$ cat config.mk
export PLATFORM = sky130hd
export DESIGN_NAME = decrypt_1block_128
export DESIGN_NICKNAME = d
export VERILOG_FILES = /design/src/rtl/ascon_pkg.sv /design/src/rtl/ascon_round.sv /design/src/rtl/decrypt_1block_128.sv
export SDC_FILE = /design/constraint.sdc
export NUM_CORES = 2
export LEC_CHECK = 0
export ABC_CLOCK_PERIOD_IN_PS = 60000
export BUFFER_PORTS_ARGS = -buffer_cell sky130_fd_sc_hd__buf_4
export CAP_MARGIN = 15
export CELL_PAD_IN_SITES_DETAIL_PLACEMENT = 1
export CELL_PAD_IN_SITES_GLOBAL_PLACEMENT = 1
export CORE_AREA = 2 2 347 349
export DETAILED_ROUTE_END_ITERATION = 7
export DIE_AREA = 0 0 349 351
export PLACE_DENSITY_LB_ADDON = 0.1
export SYNTH_ARGS = -nofsm -noshare
export SYNTH_HDL_FRONTEND = slang
export SYNTH_SLANG_ARGS = --single-unit
$ cat constraint.sdc
create_clock -name CLK -period 60 [get_ports CLK]
set_input_delay 12 -clock CLK [delete_from_list [all_inputs] [get_ports CLK]]
set_output_delay 12 -clock CLK [all_outputs]
set_load 0.02 [all_outputs]
$ cat src/rtl/ascon_pkg.sv
// Ascon-128 shared definitions: IV, padding word,
// round constants, FSM encodings, phase start indices.
package ascon_pkg;

  localparam logic [63:0] ASCON_IV  = 64'h80400c0600000000;
  localparam logic [63:0] ASCON_PAD = 64'h8000000000000000;

  localparam logic [3:0] P12_START = 4'd0;
  localparam logic [3:0] P6_START  = 4'd6;
  localparam logic [3:0] LAST_RND  = 4'd11;

  typedef enum logic [2:0] {
    S_IDLE,
    S_INIT,
    S_AD1,
    S_AD2,
    S_CT,
    S_FIN,
    S_OUT
  } state_t;

  function automatic logic [7:0] rc(input logic [3:0] i);
    return {4'hF - i, i};
  endfunction

  function automatic logic [63:0] ror(
    input logic [63:0] v,
    input int          n
  );
    return (v >> n) | (v << (64 - n));
  endfunction

endpackage

$ cat src/rtl/ascon_round.sv
// One Ascon permutation round, purely combinational.
// s_in/s_out: 320-bit state {x0..x4}; rnd: round index 0..11.
module ascon_round
  import ascon_pkg::*;
(
  input  logic [319:0] s_in,
  input  logic [3:0]   rnd,
  output logic [319:0] s_out
);

  logic [63:0] x0, x1, x2, x3, x4;
  logic [63:0] a0, a1, a2, a3, a4;
  logic [63:0] b0, b1, b2, b3, b4;
  logic [63:0] c0, c1, c2, c3, c4;

  assign {x0, x1, x2, x3, x4} = s_in;

  // constant addition folded into the S-box input xors
  assign a0 = x0 ^ x4;
  assign a1 = x1;
  assign a2 = x2 ^ {56'd0, rc(rnd)} ^ x1;
  assign a3 = x3;
  assign a4 = x4 ^ x3;

  assign b0 = a0 ^ (~a1 & a2);
  assign b1 = a1 ^ (~a2 & a3);
  assign b2 = a2 ^ (~a3 & a4);
  assign b3 = a3 ^ (~a4 & a0);
  assign b4 = a4 ^ (~a0 & a1);

  assign c0 = b0 ^ b4;
  assign c1 = b1 ^ b0;
  assign c2 = ~b2;
  assign c3 = b3 ^ b2;
  assign c4 = b4;

  assign s_out = {
    c0 ^ ror(c0, 19) ^ ror(c0, 28),
    c1 ^ ror(c1, 61) ^ ror(c1, 39),
    c2 ^ ror(c2, 1)  ^ ror(c2, 6),
    c3 ^ ror(c3, 10) ^ ror(c3, 17),
    c4 ^ ror(c4, 7)  ^ ror(c4, 41)
  };

endmodule

$ cat src/rtl/decrypt_1block_128.sv
// Iterative single-block Ascon-128 decrypt, one round/clock.
// In: CLK, RST, start, SK, N, A, C, T. Out: P, tag_ok, busy, done.
module decrypt_1block_128
  import ascon_pkg::*;
#(
  parameter logic [63:0] IV = ASCON_IV
) (
  input  logic         CLK,
  input  logic         RST,
  input  logic         start,
  input  logic [127:0] SK,
  input  logic [127:0] N,
  input  logic [63:0]  A,
  input  logic [63:0]  C,
  input  logic [127:0] T,
  output logic [63:0]  P,
  output logic         tag_ok,
  output logic         busy,
  output logic         done
);

  state_t state_q, state_d;

  logic [3:0]   cnt_q, cnt_d;
  logic [319:0] s_q, s_d, s_rnd;
  logic [127:0] sk_q, t_q;
  logic [63:0]  a_q, c_q;
  logic [63:0]  pt_q, pt_d;
  logic         hit_q, hit_d;
  logic [63:0]  r0, r1, r2, r3, r4;
  logic [63:0]  k_hi, k_lo;
  logic [63:0]  p_d;
  logic         ok_d, done_d;
  logic         accept, last;

  assign accept = (state_q == S_IDLE) && start;
  assign last   = (cnt_q == LAST_RND);
  assign k_hi   = sk_q[127:64];
  assign k_lo   = sk_q[63:0];

  assign {r0, r1, r2, r3, r4} = s_rnd;

  ascon_round u_round (
    .s_in  (s_q),
    .rnd   (cnt_q),
    .s_out (s_rnd)
  );

  always_ff @(posedge CLK or posedge RST) begin
    if (RST) state_q <= S_IDLE;
    else     state_q <= state_d;
  end

  always_comb begin
    state_d = state_q;
    unique case (state_q)
      S_IDLE: if (start) state_d = S_INIT;
      S_INIT: if (last)  state_d = S_AD1;
      S_AD1:  if (last)  state_d = S_AD2;
      S_AD2:  if (last)  state_d = S_CT;
      S_CT:   if (last)  state_d = S_FIN;
      S_FIN:  if (last)  state_d = S_OUT;
      S_OUT:             state_d = S_IDLE;
      default:           state_d = S_IDLE;
    endcase
  end

  // round datapath; absorb steps ride on each phase's last round
  always_comb begin
    s_d   = s_q;
    cnt_d = cnt_q;
    pt_d  = pt_q;
    hit_d = hit_q;
    unique case (state_q)
      S_IDLE: begin
        if (start) begin
          s_d   = {IV, SK, N};
          cnt_d = P12_START;
          pt_d  = '0;
          hit_d = 1'b0;
        end
      end
      S_INIT: begin
        s_d   = s_rnd;
        cnt_d = cnt_q + 4'd1;
        if (last) begin
          s_d   = {r0 ^ a_q, r1, r2, r3 ^ k_hi, r4 ^ k_lo};
          cnt_d = P6_START;
        end
      end
      S_AD1: begin
        s_d   = s_rnd;
        cnt_d = cnt_q + 4'd1;
        if (last) begin
          s_d   = {r0 ^ ASCON_PAD, r1, r2, r3, r4};
          cnt_d = P6_START;
        end
      end
      S_AD2: begin
        s_d   = s_rnd;
        cnt_d = cnt_q + 4'd1;
        if (last) begin
          s_d   = {c_q, r1, r2, r3, r4 ^ 64'd1};
          pt_d  = r0 ^ c_q;
          cnt_d = P6_START;
        end
      end
      S_CT: begin
        s_d   = s_rnd;
        cnt_d = cnt_q + 4'd1;
        if (last) begin
          s_d   = {r0 ^ ASCON_PAD, r1 ^ k_hi, r2 ^ k_lo, r3, r4};
          cnt_d = P12_START;
        end
      end
      S_FIN: begin
        s_d   = s_rnd;
        cnt_d = cnt_q + 4'd1;
        if (last) begin
          hit_d = ({r3 ^ k_hi, r4 ^ k_lo} == t_q);
          cnt_d = P12_START;
        end
      end
      default: ;
    endcase
  end

  always_comb begin
    busy   = (state_q != S_IDLE) || done;
    done_d = (state_q == S_OUT);
    p_d    = P;
    ok_d   = tag_ok;
    if (accept) begin
      p_d  = '0;
      ok_d = 1'b0;
    end else if (state_q == S_OUT) begin
      p_d  = hit_q ? pt_q : '0;
      ok_d = hit_q;
    end
  end

  always_ff @(posedge CLK or posedge RST) begin
    if (RST) begin
      cnt_q <= '0;
      s_q   <= '0;
      pt_q  <= '0;
      hit_q <= 1'b0;
      sk_q  <= '0;
      t_q   <= '0;
      a_q   <= '0;
      c_q   <= '0;
    end else begin
      cnt_q <= cnt_d;
      s_q   <= s_d;
      pt_q  <= pt_d;
      hit_q <= hit_d;
      if (accept) begin
        sk_q <= SK;
        t_q  <= T;
        a_q  <= A;
        c_q  <= C;
      end
    end
  end

  always_ff @(posedge CLK or posedge RST) begin
    if (RST) begin
      P      <= '0;
      tag_ok <= 1'b0;
      done   <= 1'b0;
    end else begin
      P      <= p_d;
      tag_ok <= ok_d;
      done   <= done_d;
    end
  end

endmodule

==> impl_metrics.ini, run 1 <==
[clock_network]
postCtsResizedCells = 0
cts_buffer_depth = 3
postCtsSetupBuffers = 0
numCtsBuffers = 97
clkSinkCount = 842
cts.root.buffer_cell = clkbuf_16
htree_num_levels = 3
cts_hold_buf = 0

[synth]
edff_count_synth = 0
post_syn_area_um2 = 59140
register_bit_total_from_synthesis = 842
share_of_the_yosys_chip_area_belonging_to_registers_pct = 35.63
syn_avg_cell_area_um2 = 8.506
synthDominantCellAreaShare_pct = 35.63
ys.flop_type = dfrtp_1
net_count_after_synthesis = 7597
synth-async-reset-ratio_pct = 100.0
post-synth-top-area-cell = dfrtp_1
unique_masters_post_synth = 90
yosys-top-cells-area = dfrtp_1 36%, xnor2_1 12%, nand2_1 9.9%, xor2_1 7.4%, o21ai_0 3.8%
synthesis.instances = 6953
synthesis.yosys.warnings = 0

[placed_design]
detailed_place.area_um2 = 65880
place_hpwl_um = 291400
gp_routability_congestion = 1.140
port_buffers = 581

[outcome]
lastStage = 5_1_grt
first-error = [ERROR GRT-0232] Routing congestion too high. Check the congestion heatmap in the GUI.
status = stopped before the end

[floorplanning]
die_h_um = 351
die_w_um = 349
std_cell_rows = 127
floorplan.io_pins = 582
floorplan.initialDensity_pct = 49.69

[global_route]
initial_antenna_violation_count = 52
global_route.overflow_total = 211
grt_use_total_pct = 79.71
maximum_number_of_pins_on_one_net_before_global_route_repair = 192
## synthesized netlist by cell type, drive strengths merged, types with 13 or more instances
cell type	number
o22ai	24
mux2i	78
xor2	529
nand3	154
nor3b	18
a31oi	63
nand4	40
a21oi	384
dfrtp	842
xnor2	825
a222oi	28
nor4	25
nor2b	20
nand4b	15
mux2	16
nor2	345
nand2	1562
a22o	81
nor4b	19
o21a	17
xnor3	28
a22oi	85
clkbuf	330
or3	19
inv	161
and2	36
o311a	114
nand3b	18
ha	129
nand2b	13
buf	46
o211ai	87
a211oi	72
nor3	71
o21ai	449
a32oi	13
a221oi	38
## through the flow
stage,std cells,setup slack (ps),hold WS [ps]
floorplan,6953,24340,445.5
global placement,8903,43710,465.8
detailed placement,8903,43640,484.7
CTS,9085,44410,507.6
## cell families after synthesis
| kind of cell | count (synthesis) | synth area share (%) |
|---|---|---|
| AND/OR/NAND/NOR | 2387 | 17.08 |
| AO/OA/AOI/OAI | 1576 | 17.48 |
| XOR/XNOR | 1387 | 22.03 |
| flip-flops | 842 | 35.63 |
| buffers and inverters | 538 | 3.436 |
| adder cells (fa/ha/maj) | 129 | 2.729 |
| multiplexers | 94 | 1.625 |
## per-layer routing
metal  track usage (%)  overflow
met2             92.55        86
met5             47.02         1
met3             66.31        17
met4             79.00        93
met1             80.64        14
==> run 2, diff against run 1 <==
--- a/config.mk
+++ b/config.mk
@@ -8,12 +8,10 @@
 export ABC_CLOCK_PERIOD_IN_PS = 60000
 export BUFFER_PORTS_ARGS = -buffer_cell sky130_fd_sc_hd__buf_4
 export CAP_MARGIN = 15
-export CELL_PAD_IN_SITES_DETAIL_PLACEMENT = 1
-export CELL_PAD_IN_SITES_GLOBAL_PLACEMENT = 1
-export CORE_AREA = 2 2 347 349
+export CORE_AREA = 2 2 388 390
 export DETAILED_ROUTE_END_ITERATION = 7
-export DIE_AREA = 0 0 349 351
-export PLACE_DENSITY_LB_ADDON = 0.1
+export DIE_AREA = 0 0 390 392
+export PLACE_DENSITY_LB_ADDON = 0.15
 export SYNTH_ARGS = -nofsm -noshare
 export SYNTH_HDL_FRONTEND = slang
 export SYNTH_SLANG_ARGS = --single-unit
==> run 2 against run 1 <==
Against the previous run:
- the flow now finishes, with violations (slew limit)
- synthesized cell count did not move
- area after synthesis did not move
==> impl_metrics.ini, run 2 <==
[outcome]
status = finished, violations left
failed_checks = slew limit

[worst_setup_path]
setup.worst_path.class = in -> reg
setup.worst_path.start_class = input pin
timing.critical_path.required_ps = 60610
worst-path-max-fanout = 85
worstPathCellList = buf_4, and3_4, buf_4, buf_4, buf_4, nand2_1, o21ai_0
cp_slowest_stage_delay_ps = 820
setup.worst_path.end_class = register
crit_arrival_ps = 15940
critical-path-top-cell-by-count = buf_4
cpMaxStageDelayCell = buf_4

[global_route]
global_route.overflow_total = 0
grt_use_total_pct = 46.26
grt_first_pass_wirelength_um = 478400
maximum_number_of_pins_on_one_net_before_global_route_repair = 166
initial_antenna_violation_count = 25
grt_pass1_vias = 54210

[synth]
synthDominantCellAreaShare_pct = 35.63
share_of_the_yosys_chip_area_belonging_to_registers_pct = 35.63
most_common_cell_in_the_netlist = nand2_1
yosys-top-cells-area = dfrtp_1 36%, xnor2_1 12%, nand2_1 9.9%, xor2_1 7.4%, o21ai_0 3.8%
register_bit_total_from_synthesis = 842
netlist_top_cells_count = 1,562 x nand2_1, 842 x dfrtp_1, 803 x xnor2_1, 497 x xor2_1, 445 x o21ai_0
synthesis.instances = 6953
synth-async-reset-ratio_pct = 100.0
net_count_after_synthesis = 7597
synthesis.yosys.warnings = 0
post-synth-top-area-cell = dfrtp_1
edff_count_synth = 0
unique_masters_post_synth = 90
post_syn_area_um2 = 59140
ys.flop_type = dfrtp_1
syn_avg_cell_area_um2 = 8.506

[routing]
vias_per_cell = 6.198
wire_per_inst_um = 38.02
drt_iter0_markers = 8790
wirelength_um = 362400
vias = 59080
post-route-drc-count = 0
postRouteAntennaNets = 0
drt-pass1-iter-count = 6

[cells_and_area]
fillers = 14640
area_of_the_multi_input_gates_um2 = 36400
instances_no_fill = 9532
layout.cells.most_common = nand2_1
largest_register = s_q
layout.cells.most_common_list = 1,555 x nand2_1, 839 x dfrtp_1, 806 x buf_4
area.sequential_um2 = 21080
final_net_count = 8136
final_layout_size_suffix_gt1_share_pct = 14.83
reg.largest.list = s_q: 320 flops, sk_q: 128 flops, t_q: 128 flops
layout-area-overhead-vs-synth_pct = 18.91
largest_register_ffs = 320

[floorplanning]
floorplan.initialDensity_pct = 39.72
std_cell_rows = 142
floorplan.io_pins = 582
fp.dieArea_um2 = 152900
die_w_um = 390
fp.coreArea_um2 = 148900
die_h_um = 392

[sta]
min_period_ps = 15330
report.final.hold_viol_count = 0
timing_worst_slew_pin_value_ps = 1584
fmax_ghz = 0.06522
report.final.slew_viol_count = 1
timing.clock.skew_ps = 67.79
final.setup.tns_ps = 0
setup_repair_after_global_routing_missed_its_margin = false
setup-violations-final = 0
slew_headroom_pct = -5.622
finalCritPeriodShare_pct = 25.56

[clock_network]
clkSinkCount = 842
clock_latency_ps = 770
numCtsBuffers = 101
cts_hold_buf = 0
cts_buffer_depth = 3
cts.root.buffer_cell = clkbuf_16
postCtsSetupBuffers = 0
worst_setup_hold_path_clk_slew_ps = 60
htree_num_levels = 3
tritoncts_clock_tree = built
postCtsResizedCells = 0

[worst_hold_path]
worst_hold_path_type = reg -> reg

[placed_design]
port_buffers = 581
place_hpwl_um = 289900
dp_cells = 9330
gp_routability_congestion = 1.102

[run]
max_cap_violations = 0
## run 2: cell counts after synthesis
Identical to the previous run, type by type.
## run 2: per-stage QoR
stage / setup WS [ps] / instance area [um2] / hold WS (ps) / util [%]
4_1_cts: 44820 / 70280 / 481.0 / 47.20
2_1_floorplan: 24340 / 59140 / 445.5 / -
5_1_grt: 44530 / 70310 / 502.3 / 47.22
3_3_place_gp: 44120 / 66660 / 463.3 / 44.77
6_report: 44670 / 70330 / 479.7 / 47.24
3_5_place_dp: 44080 / 66660 / 472.2 / 44.77
## run 2: worst max-delay path, delay by kind of cell
kind | cells | cell delay, ps
buffers and inverters | 4 | 2530
and+or+nand+nor | 2 | 920
AOI/OAI and AO/OA | 1 | 120
## run 2: logic make-up after synthesis
logic type,after synthesis,synth area share [%]
compound gates,1576,17.48
xor+xnor,1387,22.03
fa+ha+maj,129,2.729
buf+inv,538,3.436
flops,842,35.63
mux,94,1.625
simple gates,2387,17.08
## run 2: path summary, 6_finish.rpt
kind	start	end	slack [ps]	cells past startpoint
max	start	t_q[51]$_DFFE_PP0P_	44670	7
min	pt_q[32]$_DFFE_PP0P_	P[32]$_DFFE_PP0P_	480	1
max reg2reg	cnt_q[2]$_DFFE_PP0P_	hit_q$_DFFE_PP0P_	53840	13
min reg2reg	pt_q[32]$_DFFE_PP0P_	P[32]$_DFFE_PP0P_	480	1
max in group asynchronous	RST	sk_q[88]$_DFFE_PP0P_	44990	6
min in group asynchronous	RST	P[53]$_DFFE_PP0P_	11340	2
## run 2: cell type report
| class | instances | share of cell area, % |
|---|---|---|
| Antenna cell | 8 | 0.02847 |
| Sequential cell | 842 | 29.97 |
| Timing Repair Buffer | 812 | 8.762 |
| Clock inverter | 60 | 1.164 |
| Multi-Input combinational cell | 5573 | 51.76 |
| Clock buffer | 131 | 3.982 |
| Inverter | 162 | 0.8753 |
| Tap cell | 1944 | 3.459 |
## run 2: routing by layer
layer  vias to the layer above  GRT usage, %  routed length, um
met5                         -             0                 68
met4                        12         31.36              29810
met3                       813         13.41              43090
met2                      3918         64.19             143800
met1                     29310         61.82             145600
li1                      25030             -                  -
Power of run 2 is not shown: default switching activity piles up to over one toggle a cycle in this logic, so the estimate is an artifact.
